[src/rtl/vga_pixel_write_buffer_pkg.sv]
// Shared screen geometry, framebuffer entry layout and the pixel-to-address helper
// for the VGA pixel write buffer.
package vga_pixel_write_buffer_pkg;

  localparam int SCREEN_W     = 160;
  localparam int SCREEN_H     = 120;
  localparam int ADDR_W       = 15;
  localparam int COLOR_W      = 3;
  localparam int X_W          = 8;
  localparam int Y_W          = 7;
  localparam int ROW_SHIFT_HI = 7;
  localparam int ROW_SHIFT_LO = 5;
  localparam int ENTRY_W      = ADDR_W + COLOR_W;

  typedef struct packed {
    logic [ADDR_W-1:0]  addr;
    logic [COLOR_W-1:0] color;
  } pixel_t;

  // y*160 = y*128 + y*32, so the row stride needs no multiplier.
  function automatic logic [ADDR_W-1:0] pixel_addr(input logic [X_W-1:0] x,
                                                   input logic [Y_W-1:0] y);
    logic [ADDR_W-1:0] yw;
    yw = ADDR_W'(y);
    return (yw << ROW_SHIFT_HI) + (yw << ROW_SHIFT_LO) + ADDR_W'(x);
  endfunction

endpackage

[src/rtl/vga_pixel_write_buffer_sync_fifo.sv]
// Show-ahead synchronous FIFO with extra-MSB pointers and a registered full flag.
// A push into a full FIFO is accepted only when a pop happens in the same cycle.
module sync_fifo #(
  parameter int WIDTH = 18,
  parameter int DEPTH = 8
) (
  input  logic             clock_i,
  input  logic             reset_i,
  input  logic             push_i,
  input  logic             pop_i,
  input  logic [WIDTH-1:0] din_i,
  output logic [WIDTH-1:0] dout_o,
  output logic             full_o,
  output logic             empty_o
);

  localparam int PW = $clog2(DEPTH);

  logic [WIDTH-1:0] mem_q [DEPTH];
  logic [PW:0]      wr_q, wr_d, rd_q, rd_d;
  logic             full_q, full_d;
  logic             push_ok, pop_ok;

  assign empty_o = (wr_q == rd_q);
  assign full_o  = full_q;
  assign pop_ok  = pop_i && !empty_o;
  assign push_ok = push_i && (!full_q || pop_ok);

  // Head is forced to zero when empty so stale array contents never leak out.
  assign dout_o = empty_o ? '0 : mem_q[rd_q[PW-1:0]];

  always_comb begin
    wr_d = push_ok ? wr_q + (PW+1)'(1) : wr_q;
    rd_d = pop_ok  ? rd_q + (PW+1)'(1) : rd_q;
    full_d = (wr_d[PW] != rd_d[PW]) && (wr_d[PW-1:0] == rd_d[PW-1:0]);
  end

  always_ff @(posedge clock_i) begin
    if (reset_i) begin
      wr_q   <= '0;
      rd_q   <= '0;
      full_q <= 1'b0;
    end else begin
      wr_q   <= wr_d;
      rd_q   <= rd_d;
      full_q <= full_d;
    end
  end

  always_ff @(posedge clock_i) begin
    if (push_ok) mem_q[wr_q[PW-1:0]] <= din_i;
  end

endmodule

[src/rtl/vga_pixel_write_buffer.sv]
// Converts the drawer's plot stream into framebuffer writes: range check and address
// register, then a FIFO draining into the video memory port under mem_ready.
module vga_pixel_write_buffer
  import vga_pixel_write_buffer_pkg::*;
#(
  parameter int DEPTH = 8
) (
  input  logic               clock_i,
  input  logic               reset_i,
  input  logic               plot_i,
  input  logic [X_W-1:0]     x_i,
  input  logic [Y_W-1:0]     y_i,
  input  logic [COLOR_W-1:0] color_i,
  input  logic               mem_ready_i,
  output logic               mem_wr_en_o,
  output logic [ADDR_W-1:0]  mem_addr_o,
  output logic [COLOR_W-1:0] mem_data_o,
  output logic               fifo_full_o,
  output logic               overflow_o,
  output logic [7:0]         oob_count_o
);

  localparam logic [X_W-1:0] X_LIMIT = X_W'(SCREEN_W);
  localparam logic [Y_W-1:0] Y_LIMIT = Y_W'(SCREEN_H);

  logic               s1_valid_q, s1_valid_d;
  logic [ADDR_W-1:0]  s1_addr_q, s1_addr_d;
  logic [COLOR_W-1:0] s1_color_q, s1_color_d;
  logic               overflow_q, overflow_d;
  logic [7:0]         oob_q, oob_d;

  logic   in_range, pop, fifo_full, fifo_empty;
  pixel_t head;

  assign in_range = (x_i < X_LIMIT) && (y_i < Y_LIMIT);
  assign pop      = mem_wr_en_o && mem_ready_i;

  always_comb begin
    s1_valid_d = 1'b0;
    s1_addr_d  = s1_addr_q;
    s1_color_d = s1_color_q;
    oob_d      = oob_q;
    overflow_d = overflow_q;
    if (plot_i) begin
      if (in_range) begin
        s1_valid_d = 1'b1;
        s1_addr_d  = pixel_addr(x_i, y_i);
        s1_color_d = color_i;
      end else if (oob_q != 8'hFF) begin
        oob_d = oob_q + 8'd1;
      end
    end
    // A pop in the same cycle frees the slot, so only a full FIFO with no pop drops.
    if (s1_valid_q && fifo_full && !pop) overflow_d = 1'b1;
  end

  always_ff @(posedge clock_i) begin
    if (reset_i) begin
      s1_valid_q <= 1'b0;
      s1_addr_q  <= '0;
      s1_color_q <= '0;
      overflow_q <= 1'b0;
      oob_q      <= '0;
    end else begin
      s1_valid_q <= s1_valid_d;
      s1_addr_q  <= s1_addr_d;
      s1_color_q <= s1_color_d;
      overflow_q <= overflow_d;
      oob_q      <= oob_d;
    end
  end

  sync_fifo #(
    .WIDTH(ENTRY_W),
    .DEPTH(DEPTH)
  ) u_fifo (
    .clock_i(clock_i),
    .reset_i(reset_i),
    .push_i (s1_valid_q),
    .pop_i  (pop),
    .din_i  ({s1_addr_q, s1_color_q}),
    .dout_o (head),
    .full_o (fifo_full),
    .empty_o(fifo_empty)
  );

  assign mem_wr_en_o = !fifo_empty;
  assign mem_addr_o  = head.addr;
  assign mem_data_o  = head.color;
  assign fifo_full_o = fifo_full;
  assign overflow_o  = overflow_q;
  assign oob_count_o = oob_q;

endmodule

[config.mk]
export PLATFORM = sky130hd
export DESIGN_NAME = vga_pixel_write_buffer
export DESIGN_NICKNAME = d
export VERILOG_FILES = /design/src/rtl/vga_pixel_write_buffer_pkg.sv /design/src/rtl/vga_pixel_write_buffer_sync_fifo.sv /design/src/rtl/vga_pixel_write_buffer.sv
export SDC_FILE = /design/constraint.sdc
export NUM_CORES = 1
export LEC_CHECK = 0
export BUFFER_PORTS_ARGS = -buffer_cell sky130_fd_sc_hd__buf_4
export CORE_UTILIZATION = 25
export DETAILED_ROUTE_END_ITERATION = 10
export HOLD_SLACK_MARGIN = 0.12
export PLACE_DENSITY = 0.51
export SLEW_MARGIN = 20
export SYNTH_ARGS = -nofsm -noshare
export SYNTH_HDL_FRONTEND = slang
export SYNTH_HIERARCHICAL = 1
export SYNTH_SLANG_ARGS = --single-unit
[constraint.sdc]
create_clock -name clock_i -period 6.9 [get_ports clock_i]
set_input_delay 0.69 -clock clock_i [delete_from_list [all_inputs] [get_ports clock_i]]
set_output_delay 0.69 -clock clock_i [all_outputs]
set_load 0.02 [all_outputs]
==> impl_metrics.ini, run 1 <==
[logic_synthesis]
synthXorXnorAreaFrac = 0.0195
syn-instance-count = 479
synth-edff-count = 144
synth_top_family_by_area = multiplexers
synth_nets = 519
async_reset_ff_frac = 0
synth-seq-cells = 181
synth_compound_area_frac = 0.0476
avgSynthCellArea_sq_um = 15.8
ys_types = 49
ys_seq_area_frac = 0.670
synth_area_sq_mm = 0.00756
synth_warnings = 6
synthSimpleGateAreaFrac = 0.0734
synth.mux.area_fraction = 0.138
synth_flop_cell = edfxtp_1
synthAdderAreaFrac = 0.0318

[cts]
clock_latency_ps = 430
holdBufCountCts = 0
numCtsBuffers = 17
cts_buffer_depth = 2
cts_setup_buffers = 0
clk_pin_slew_ps = 70
h-tree-depth = 4
cts.sink_count = 181
cts_root_buf = clkbuf_16
cts-resized-gates = 0
cts_tree = yes

[floorplan]
die_area_sq_mm = 0.0310
die_y_microns = 176
row_count = 63
start_util = 0.255
core-area_sq_mm = 0.0297
fp.dieW_microns = 176
num_io_pins = 51

[finish]
nets = 576
nFillCells = 2928
syn2layout_area_growth_pct = 19.1
finish.utilization = 0.303
drive_above_1_share = 0.259
fin_cells = 939
final_area_sq_mm = 0.00901
antennaDiodeCount = 0

[global_route]
grt_pass1_wl_mm = 25.4
grt_util_met3 = 0.0271
grt_util_met2 = 0.176
grt_overflow = 0
grt_pass1_vias = 4436
grt.total_usage = 0.111
met1_usage = 0.149
grt_max_degree = 45
antenna_found_initial = 0
top_usage_layer = met2

[power_and_ir_drop]
powerDensity_mw_per_mm2 = 252
p_int_uw = 1750
p_comb_frac = 0.058
power_leakage_uw = 0.00299
p_sw_uw = 514
peakVddDrop_uv = 123
p_sw_frac = 0.227
p_clk_frac = 0.404
p_seq_frac = 0.538

[place]
post-place-ws_ps = 3160
dp.cells = 907
place.gp.congestion = 0.756
placed_area_sq_mm = 0.00844
dp_hpwl_mm = 10.2
io_buffers = 50

[sta]
fin_crit_sh = 0.530
finalCriticalPeriod_ps = 3650
tns_ps = 0
hold_violations = 0
max_freq_ghz = 0.274
rsz0062_at_grt = false
slew_viol_final = 0
slew-limit-headroom = 0.360
setup_viol = 0
fin_skew_ps = 9.82
timing.final.ws_setup_ps = 3250
worstMarginPinSlew_ps = 960

[worst_setup_path]
critPathArrivalTime_ps = 3770
r2r_cells = 9
cp_max_fo = 40
cpMostUsedCell = buf_4
cp-startpoint = u_fifo/rd_q[0]
startpoint_type = flop
end_kind = flop
slowest_stage = nor2_1
r2r-start = u_fifo/rd_q[0]
worstSetupPathDepth = 9
required_ps = 7020
r2r-end = u_fifo/mem_q[6][12]
critical_path.max_stage_delay_ps = 730
cp.buffers_inverters = 2
worst_path_dominant_cell_family = simple AND/OR/NAND/NOR gates
critPathCapture = u_fifo/mem_q[6][12]
cp_cell_sequence = buf_4 -> xor2_2 -> nor4_4 -> nor2b_1 -> and2_1 -> o41a_1 -> o21ai_0 -> nor2_1 -> buf_4
r2r_slack_ps = 3250
worstSetupPathType = reg -> reg

[drt]
drc = 0
first_iter_violations = 226
drt-wirelength-per-cell_microns = 17.3
vias = 4183
routed_wl_mm = 16.2
dr.pass1.iters = 4
drtAntennaViolNets = 0
vias_per_cell = 4.45

[worst_hold_path]
hp-class = reg -> reg

[job]
drv_cap = 0

[run_status]
status = finished clean
==> stage by stage <==
stage	hold slack, ps	power, uW
floorplan	470	1320
global placement	466	1380
detailed placement	479	1380
CTS	493	2300
global route	499	2360
finish	493	2270
==> flip-flops by register name (all words and copies together), names as in the netlist <==
register and cells:
s1_valid_q 1, u_fifo/rd_q 4, u_fifo/full_o 1, s1_color_q 3, s1_addr_q 15, oob_count_o 8, overflow_o 1, u_fifo/mem_q 144
u_fifo/wr_q 4
==> per-layer routing <==
layer,vias up,wire (microns),share of wire
li1,1961,-,-
met1,2110,7770,0.48
met2,99,7710,0.47
met3,13,615,0.038
met4,0,148,0.0091
met5,-,0,0
==> Yosys cell counts, types with 4 or more instances <==
master | number | area, sq um
nand3_1 | 8 | 40.0
or3_1 | 5 | 31.3
nand2_1 | 30 | 113
clkbuf_1 | 9 | 33.8
mux4_2 | 36 | 811
edfxtp_1 | 144 | 4320
dfxtp_1 | 37 | 741
buf_2 | 7 | 35.0
xnor2_1 | 5 | 43.8
o21ai_0 | 9 | 45.0
mux2i_1 | 23 | 230
nor2_1 | 41 | 154
inv_1 | 11 | 41.3
nand3b_1 | 4 | 30.0
nor3_1 | 5 | 25.0
xor2_1 | 10 | 87.6
o211ai_1 | 4 | 30.0
a21oi_1 | 25 | 125
buf_1 | 6 | 22.5
ha_1 | 16 | 200
==> power by group through the flow <==
stage | combinational, uW | clock, uW | sequential, uW
2_1_floorplan | 87.5 | 0 | 1230
3_3_place_gp | 133 | 0 | 1240
3_5_place_dp | 135 | 0 | 1240
4_1_cts | 136 | 943 | 1220
5_1_grt | 148 | 987 | 1220
6_report | 132 | 917 | 1220
==> how the worst min path moves through the flow <==
stage               depth (start not counted)              to           start
floorplan                                   2  u_fifo/rd_q[3]  u_fifo/rd_q[3]
global placement                            2      overflow_o      overflow_o
detailed placement                          2      overflow_o      overflow_o
CTS                                         3    s1_addr_q[0]          x_i[0]
global route                                3   s1_color_q[0]      color_i[0]
finish                                      2      overflow_o      overflow_o
==> worst min-delay path, delay by kind of cell (launching register included) <==
family | cells | cell delay [ps]
simple gates | 2 | 120
flops | 1 | 340
==> cells by family (layout without fill, tap and decap cells) <==
family          after synthesis  count (layout)
simple gates                115             115
buf+inv                      35             105
compound gates               55              55
fa+ha+maj                    18              18
xor+xnor                     16              16
flops                       181             181
mux                          59              59
==> layout make-up <==
class                      instances  area (sq um)  area share
multi-input combinational        263          2390       0.265
sequential                       181          5070       0.562
inverter                          11          41.3     0.00458
clock inverter                    13           125      0.0139
timing repair buffer              62           465      0.0517
tap                              390           488      0.0542
clock buffer                      19           433      0.0481
==> placed cells by master (no fill, tap or decap), drive strengths merged, types with 2 or more instances in the layout <==
cell | synthesis | final
a211oi | 3 | 3
a21o | 2 | 2
a21oi | 25 | 25
and3 | 3 | 3
buf | 15 | 62
clkbuf | 9 | 19
clkinv | 0 | 4
clkinvlp | 0 | 4
dfxtp | 37 | 37
edfxtp | 144 | 144
fa | 2 | 2
ha | 16 | 16
inv | 11 | 15
mux2i | 23 | 23
mux4 | 36 | 36
nand2 | 30 | 30
nand3 | 8 | 8
nand3b | 4 | 4
nand4 | 4 | 4
nor2 | 41 | 41
nor3 | 5 | 5
nor3b | 2 | 2
nor4 | 2 | 2
o211ai | 4 | 4
o21ai | 10 | 10
o31ai | 3 | 3
or2 | 2 | 2
or3 | 5 | 5
or4 | 3 | 3
xnor2 | 5 | 5
xor2 | 11 | 11
No activity file was read; power rests on OpenSTA's default activity.
==> run 2, diff against run 1 <==
Clock period 6.9 ns to 3.7 ns, I/O delays scaled along.
==> impl_metrics.ini, run 2 (synthesis gave the netlist of run 1 again) <==
[run_status]
status = finished clean

[sta]
rsz0062_at_grt = false
slew-limit-headroom = 0.460
finalCriticalPeriod_ps = 2930
fin_crit_sh = 0.792
whs_ps = 192
hold_violations = 0
max_freq_ghz = 0.341
tns_ps = 0
worstMarginPinSlew_ps = 810
slew_viol_final = 0
setup_viol = 0
fin_skew_ps = 10.9

[global_route]
grt_util_met3 = 0.0215
grt_pass1_wl_mm = 24.5
met1_usage = 0.128
grt_max_degree = 45
grt_pass1_vias = 4413
antenna_found_initial = 0
top_usage_layer = met2
grt.total_usage = 0.106
grt_util_met2 = 0.188
grt_overflow = 0

[floorplan]
num_io_pins = 51
row_count = 63
fp.dieW_microns = 176
die_area_sq_mm = 0.0310
die_y_microns = 176
start_util = 0.255
core-area_sq_mm = 0.0297

[worst_setup_path]
worstSetupPathType = reg -> out
cp.buffers_inverters = 2
worst_path_dominant_cell_family = multiplexers
cp_cell_sequence = buf_4 -> mux4_2 -> mux2i_1 -> nor2_1 -> buf_4
cpMostUsedCell = buf_4
r2r-start = u_fifo/wr_q[0]
critPathArrivalTime_ps = 2560
r2r_slack_ps = 880
r2r-end = u_fifo/full_o
critical_path.max_stage_delay_ps = 640
end_kind = output port
worstSetupPathDepth = 5
slowest_stage = buf_4
cp_max_fo = 39
startpoint_type = flop
required_ps = 3330
r2r_cells = 9

[drt]
vias = 4126
routed_wl_mm = 15.7
drt-wirelength-per-cell_microns = 16.6
drc = 0
dr.pass1.iters = 4
vias_per_cell = 4.38
drtAntennaViolNets = 0
first_iter_violations = 216

[worst_hold_path]
hp-class = in -> reg
holdPathEnd = s1_addr_q[1]
hold_depth = 3
worstHoldStart = x_i[1]

[power_and_ir_drop]
power_leakage_uw = 0.00301
powerDensity_mw_per_mm2 = 471
finalPower_uw = 4260
p_seq_frac = 0.533
p_comb_frac = 0.059
p_int_uw = 3290
peakVddDrop_uv = 274
p_sw_frac = 0.229
p_sw_uw = 974
p_clk_frac = 0.408

[finish]
final_common_cell = edfxtp_1
drive_above_1_share = 0.260
multi_input_area_sq_mm = 0.00239
seqCellArea_sq_mm = 0.00507
antennaDiodeCount = 0
nets = 578
fin_cells = 941
syn2layout_area_growth_pct = 19.5
mostFrequentLayoutCells = edfxtp_1 (144), buf_4 (64), nor2_1 (41), dfxtp_1 (36), mux4_2 (36)
nFillCells = 2938
finish.utilization = 0.304
largest_register_ff_count = 144

[cts]
cts-resized-gates = 0
cts_root_buf = clkbuf_16
holdBufCountCts = 0
clk_pin_slew_ps = 70
cts.sink_count = 181
cts_buffer_depth = 2
cts_tree = yes
h-tree-depth = 4
cts_setup_buffers = 0
numCtsBuffers = 17
clock_latency_ps = 420

[job]
drv_cap = 0

[place]
dp.cells = 909
io_buffers = 50
place.gp.congestion = 0.793
dp_hpwl_mm = 9.74
[run 2: final cells by class]
class	instances	share of cell area
Clock buffer	18	0.0475
Inverter	11	0.00457
Sequential cell	181	0.560
Clock inverter	14	0.0159
Tap cell	390	0.0540
Timing Repair Buffer	64	0.0531
Multi-Input combinational cell	263	0.265
[run 2: per-stage QoR]
stage,cell area [sq um],setup WS (ps)
4_1_cts,9040,637
3_5_place_dp,8470,896
5_1_grt,9040,567
3_3_place_gp,8470,1020
2_1_floorplan,7570,71.0
6_report,9040,769
[run 2: worst max path at each step]
| stage | startpoint | to | slack (ps) |
|---|---|---|---|
| 2_1_floorplan | u_fifo/wr_q[1] | u_fifo/mem_q[2][0] | 70 |
| 4_1_cts | u_fifo/rd_q[0] | mem_addr_o[11] | 640 |
| 6_report | u_fifo/rd_q[0] | mem_addr_o[11] | 770 |
| 3_3_place_gp | u_fifo/wr_q[0] | u_fifo/full_o | 1020 |
| 3_5_place_dp | u_fifo/wr_q[2] | u_fifo/mem_q[2][10] | 900 |
| 5_1_grt | u_fifo/rd_q[0] | mem_addr_o[8] | 570 |
[run 2: power groups by stage]
stage | Sequential [uW] | Combinational [uW] | Clock, uW
finish | 2270 | 251 | 1740
global route | 2280 | 283 | 1860
CTS | 2270 | 258 | 1780
detailed placement | 2320 | 256 | 0
global placement | 2310 | 254 | 0
floorplan | 2300 | 164 | 0
[run 2: routing by layer]
metal,vias to the layer above,share of wire
li1,1968,-
met1,2076,0.45
met2,69,0.51
met3,13,0.031
met4,0,0.012
met5,-,0
[run 2: worst min-delay path, delay by kind of cell]
family | cells | cell delay, ps
AO/OA/AOI/OAI | 1 | 50
buffers and inverters | 1 | 110
AND/OR/NAND/NOR | 1 | 50
